## src/rtl/lsu_ctrl.sv

```systemverilog
// Load/store sequencer between the CPU execute stage and data memory: alignment check,
// req/ack DMEM handshake with lane byte enables, load extraction/extension and ack timeout.
module lsu_ctrl #(
    parameter int ACK_TIMEOUT = 64
) (
    input  logic        clk,
    input  logic        rst,
    input  logic        cpu_req,
    input  logic        cpu_we,
    input  logic [1:0]  cpu_size,
    input  logic        cpu_unsigned,
    input  logic [31:0] cpu_addr,
    input  logic [31:0] cpu_wdata,
    output logic        cpu_stall,
    output logic        cpu_done,
    output logic [31:0] cpu_rdata,
    output logic        cpu_adel,
    output logic        cpu_ades,
    output logic        cpu_buserr,
    output logic        dmem_req,
    output logic        dmem_we,
    output logic [31:0] dmem_addr,
    output logic [3:0]  dmem_be,
    output logic [31:0] dmem_wdata,
    input  logic        dmem_ack,
    input  logic [31:0] dmem_rdata
);

    localparam int CW = $clog2(ACK_TIMEOUT);
    localparam logic [CW-1:0] CNT_LAST = CW'(ACK_TIMEOUT - 1);

    typedef enum logic [1:0] {IDLE, REQ, DONE, ERR} state_t;

    state_t          state_reg;
    logic [CW-1:0]   cnt_reg;
    logic            we_reg;
    logic            uns_reg;
    logic [1:0]      size_reg;
    logic [1:0]      lane_reg;

    logic            legal;
    logic [3:0]      be_next;
    logic [31:0]     wdata_next;
    logic [31:0]     load_ext;
    logic [7:0]      sel_byte;
    logic [15:0]     sel_half;
    logic [7:0]      rd_byte [4];

    genvar gi;
    generate
        for (gi = 0; gi < 4; gi++) begin : g_lane
            assign rd_byte[gi] = dmem_rdata[8*gi +: 8];
        end
    endgenerate

    assign cpu_stall = cpu_req & ~cpu_done;

    // Alignment, lane enables and lane-replicated store data for the incoming request
    always_comb begin
        legal      = 1'b0;
        be_next    = 4'b1111;
        wdata_next = cpu_wdata;
        case (cpu_size)
            2'b00: begin
                legal      = 1'b1;
                be_next    = 4'b0001 << cpu_addr[1:0];
                wdata_next = {4{cpu_wdata[7:0]}};
            end
            2'b01: begin
                legal      = ~cpu_addr[0];
                be_next    = cpu_addr[1] ? 4'b1100 : 4'b0011;
                wdata_next = {2{cpu_wdata[15:0]}};
            end
            2'b10: begin
                legal      = (cpu_addr[1:0] == 2'b00);
            end
            default: begin
                legal      = 1'b0;
            end
        endcase
    end

    // Pick the addressed lane out of the returned word and extend it
    always_comb begin
        sel_byte = rd_byte[lane_reg];
        sel_half = lane_reg[1] ? dmem_rdata[31:16] : dmem_rdata[15:0];
        case (size_reg)
            2'b00:   load_ext = {{24{sel_byte[7] & ~uns_reg}}, sel_byte};
            2'b01:   load_ext = {{16{sel_half[15] & ~uns_reg}}, sel_half};
            default: load_ext = dmem_rdata;
        endcase
    end

    always_ff @(posedge clk or posedge rst) begin
        if (rst) begin
            state_reg  <= IDLE;
            cnt_reg    <= '0;
            we_reg     <= 1'b0;
            uns_reg    <= 1'b0;
            size_reg   <= 2'b00;
            lane_reg   <= 2'b00;
            cpu_done   <= 1'b0;
            cpu_rdata  <= '0;
            cpu_adel   <= 1'b0;
            cpu_ades   <= 1'b0;
            cpu_buserr <= 1'b0;
            dmem_req   <= 1'b0;
            dmem_we    <= 1'b0;
            dmem_addr  <= '0;
            dmem_be    <= '0;
            dmem_wdata <= '0;
        end else begin
            case (state_reg)
                IDLE: begin
                    if (cpu_req) begin
                        if (legal) begin
                            state_reg  <= REQ;
                            cnt_reg    <= '0;
                            we_reg     <= cpu_we;
                            uns_reg    <= cpu_unsigned;
                            size_reg   <= cpu_size;
                            lane_reg   <= cpu_addr[1:0];
                            dmem_req   <= 1'b1;
                            dmem_we    <= cpu_we;
                            dmem_addr  <= {cpu_addr[31:2], 2'b00};
                            dmem_be    <= be_next;
                            dmem_wdata <= wdata_next;
                        end else begin
                            state_reg  <= ERR;
                            cpu_done   <= 1'b1;
                            cpu_adel   <= ~cpu_we;
                            cpu_ades   <= cpu_we;
                        end
                    end
                end
                REQ: begin
                    // An ack in the expiry cycle takes priority over the timeout
                    if (dmem_ack || cnt_reg == CNT_LAST) begin
                        state_reg <= DONE;
                        cpu_done  <= 1'b1;
                        dmem_req  <= 1'b0;
                        dmem_we   <= 1'b0;
                        dmem_be   <= '0;
                        if (dmem_ack) begin
                            if (!we_reg) begin
                                cpu_rdata <= load_ext;
                            end
                        end else begin
                            cpu_buserr <= 1'b1;
                            cpu_rdata  <= '0;
                        end
                    end else begin
                        cnt_reg <= cnt_reg + 1'b1;
                    end
                end
                DONE: begin
                    state_reg  <= IDLE;
                    cpu_done   <= 1'b0;
                    cpu_buserr <= 1'b0;
                    cnt_reg    <= '0;
                end
                default: begin
                    state_reg <= IDLE;
                    cpu_done  <= 1'b0;
                    cpu_adel  <= 1'b0;
                    cpu_ades  <= 1'b0;
                end
            endcase
        end
    end

endmodule

```

## config.mk

```make
export PLATFORM = sky130hd
export DESIGN_NAME = lsu_ctrl
export DESIGN_NICKNAME = d
export VERILOG_FILES = /design/src/rtl/lsu_ctrl.sv
export SDC_FILE = /design/constraint.sdc
export NUM_CORES = 1
export LEC_CHECK = 0
export CAP_MARGIN = 20
export CORE_MARGIN = 2
export CORE_UTILIZATION = 48
export CTS_CLUSTER_SIZE = 14
export DETAILED_ROUTE_END_ITERATION = 12
export HOLD_SLACK_MARGIN = 0.02
export PLACE_DENSITY = 0.86
export SLEW_MARGIN = 0
export SYNTH_ARGS = -nofsm -noshare
export SYNTH_HDL_FRONTEND = slang
export SYNTH_SLANG_ARGS = --single-unit
```

## constraint.sdc

```tcl
create_clock -name clk -period 9.95 [get_ports clk]
set_clock_uncertainty 0.1 [all_clocks]
set_input_delay 1.99 -clock clk [delete_from_list [all_inputs] [get_ports clk]]
set_output_delay 1.99 -clock clk [all_outputs]
set_load 0.03 [all_outputs]
```

==> flow_summary.ini <==
[synth]
synth_edf_count = 0
yosys_warnings = 0
yosysSeqAreaShare_pct = 52.0
ys_types = 54
async_reset_ff_share_pct = 100
synth_top_area_share_pct = 52.0
synth_ff_type = dfrtp_1
syn_avg_cell_area_um2 = 11.2
synth.area.top_cells = dfrtp_1, mux2_2, mux2i_1, o21ai_0, nand2_1
yosysTopAreaCell = dfrtp_1
syn_inst = 509
synth.cell_area_mm2 = 0.00568
ys_ff_latch = 118

[power_and_ir_drop]
power_density_mw_per_mm2 = 342
netSwitchingFraction_pct = 39.9
clkPwrFrac_pct = 22.0
p_seq_share_pct = 30.1
ir_worst_vdd_v = 0.000277
power_switching_uw = 1150
comb_power_share_pct = 47.9
p_leak_uw = 0.00363
intPower_uw = 1740

[critical_path]
path_class = primary input to output pin
startpoint_type = primary input
end_kind = output pin
path_max_fanout = 6
arrival_ns = 3.48
critPathRequiredTime_ns = 7.86
crit_path_cell_trace = clkdlybuf4s50_1 -> inv_1 -> nor2_1 -> clkdlybuf4s50_1
crit_top_cell = clkdlybuf4s50_1
slowest_delay_ns = 0.70
slowest_stage = clkdlybuf4s50_1

[cts]
clock-sinks = 118
ctsHoldBuffers = 0
cts_setup_buffers = 0
cts_root_buffer = clkbuf_16
cts_tree = yes
htree_levels = 4
ctsResizeCount = 0
clkTransAtPathRegs_ns = 0.05
cts-buffers-inserted = 17
clock_latency_ns = 0.41
cts_max_path_buffers = 2

[routing]
wire_per_inst_um = 19.3
wl_mm = 16.6
drt_iter0_drc = 298
vias_per_cell = 5.70
drcViolationCount = 0
first_pass_iters = 4
vias = 4909
drtAntennaViolNets = 0

[grt]
track_usage_pct = 26.8
grt_start_max_net_pins = 89
grt_overflow = 0
grt_pass1_wl_mm = 26.8
antenna_found_initial = 0
grt_pass1_vias = 5155

[die]
rows = 39
fp.dieW_um = 113
boundaryPins = 211
start_util_pct = 49.6
fp.dieH_um = 113
core_mm2 = 0.0115
die_area_mm2 = 0.0127

[sta]
setup_viol = 0
holdWs_ns = 0.375
hold_viol = 0
slew_violations = 0
fin_crit_sh_pct = 56.0
timing.fmax_ghz = 0.179
tightest_slew_ns = 0.908
final.setup.tns_ns = 0
rsz0062_at_grt = false
slew_headroom_pct = 39.5
period_needed_ns = 5.57

[finish]
layout_common_cells = clkdlybuf4s50_1, dfrtp_1, mux2_2
area_delta_synth_final_pct = 48.9
largestRegisters = cpu_rdata (32), dmem_wdata (32), dmem_addr (30)
drive_above_1_share_pct = 13.0
fillCellCount = 731
final_util_pct = 73.8
final_common_cell = clkdlybuf4s50_1
finalNetCount = 815
diodes = 0

[place]
hpwlAfterDp_mm = 11.7
port_buffers = 208
gp_congestion = 0.863

[run_status]
status = finished, final reports clean

[hold_path]
hp-class = flop to flop

[run]
max-cap-violations = 0
## cells by family (layout without fill, tap and decap cells)
family	after synthesis	count (layout)	synth area share [%]
DFF	118	118	52.0
adders and majority gates	5	5	1.10
and+or+nand+nor	121	121	11.1
buffers and inverters	47	255	3.76
muxes	77	77	14.7
other	1	2	0.0660
AOI/OAI and AO/OA	140	140	17.3
## power by group through the flow
stage	combinational, uW	clock, uW	sequential (uW)
after floorplan	457	0	1210
after global placement	1350	0	856
after detailed placement	1380	0	872
after CTS	1390	645	871
after global routing	1470	669	902
final	1390	637	872
## metrics by stage
step | cells | instance area [um2] | total power [uW] | setup WS [ns]
6_report | 861 | 8460 | 2890 | 4.38
5_1_grt | 861 | 8460 | 3040 | 4.31
4_1_cts | 859 | 8420 | 2910 | 4.39
3_5_place_dp | 828 | 7810 | 2250 | 4.40
3_3_place_gp | 828 | 7810 | 2200 | 4.41
2_1_floorplan | 510 | 5690 | 1670 | 4.73
## cell usage after synthesis, drive strengths merged (2+ instances only)
master   count
and3b        8
a22o         3
clkbuf      21
nor4         3
a221o       17
o211a        3
o211ai      11
or2          3
nand4b       2
a211o        9
nand2b      14
nor2b        4
a21o         2
nor2        14
a21oi       27
o21ai       47
dfrtp      118
nand3        7
or3         10
clkinv       2
inv          8
a32o         7
mux2        51
mux2i       26
buf         16
ha           5
o2bb2ai      4
nand2       48
## worst max-delay path: cells and delay by family
| family | cells | cell delay (ns) |
|---|---|---|
| buf+inv | 3 | 1.37 |
| simple gates | 1 | 0.11 |
## per-layer routing
metal	track usage (%)	share of wire [%]	routed length (um)
met1	32.2	40	6610
met5	0	0	0
met2	44.4	49	8200
met3	8.46	7.7	1270
met4	11.9	3.1	518
## worst paths after layout
check | startpoint | to | slack, ns | cells past startpoint
hold reg to reg | dmem_wdata[25]$_DFFE_PP0P_ | dmem_wdata[25]$_DFFE_PP0P_ | 0.38 | 2
min in group asynchronous | rst | dmem_addr[9]$_DFFE_PP0P_ | 1.85 | 2
setup / recovery | cpu_req | cpu_stall | 4.38 | 4
max in group asynchronous | rst | dmem_wdata[21]$_DFFE_PP0P_ | 6.91 | 4
hold / removal | dmem_wdata[25]$_DFFE_PP0P_ | dmem_wdata[25]$_DFFE_PP0P_ | 0.38 | 2
setup reg to reg | state_reg[0]$_DFFE_PP0P_ | dmem_addr[12]$_DFFE_PP0P_ | 7.25 | 5
## cell type report
cell class                      instances  area [um2]  area share (%)
Inverter                               10        40.0           0.473
Tap cell                              143         179            2.12
Clock buffer                           22         464            5.49
Timing Repair Buffer                  214        2150            25.4
Multi-Input combinational cell        345        2530            29.9
Clock inverter                          9         150            1.77
Sequential cell                       118        2950            34.9
(Power assumes the default switching activity.)
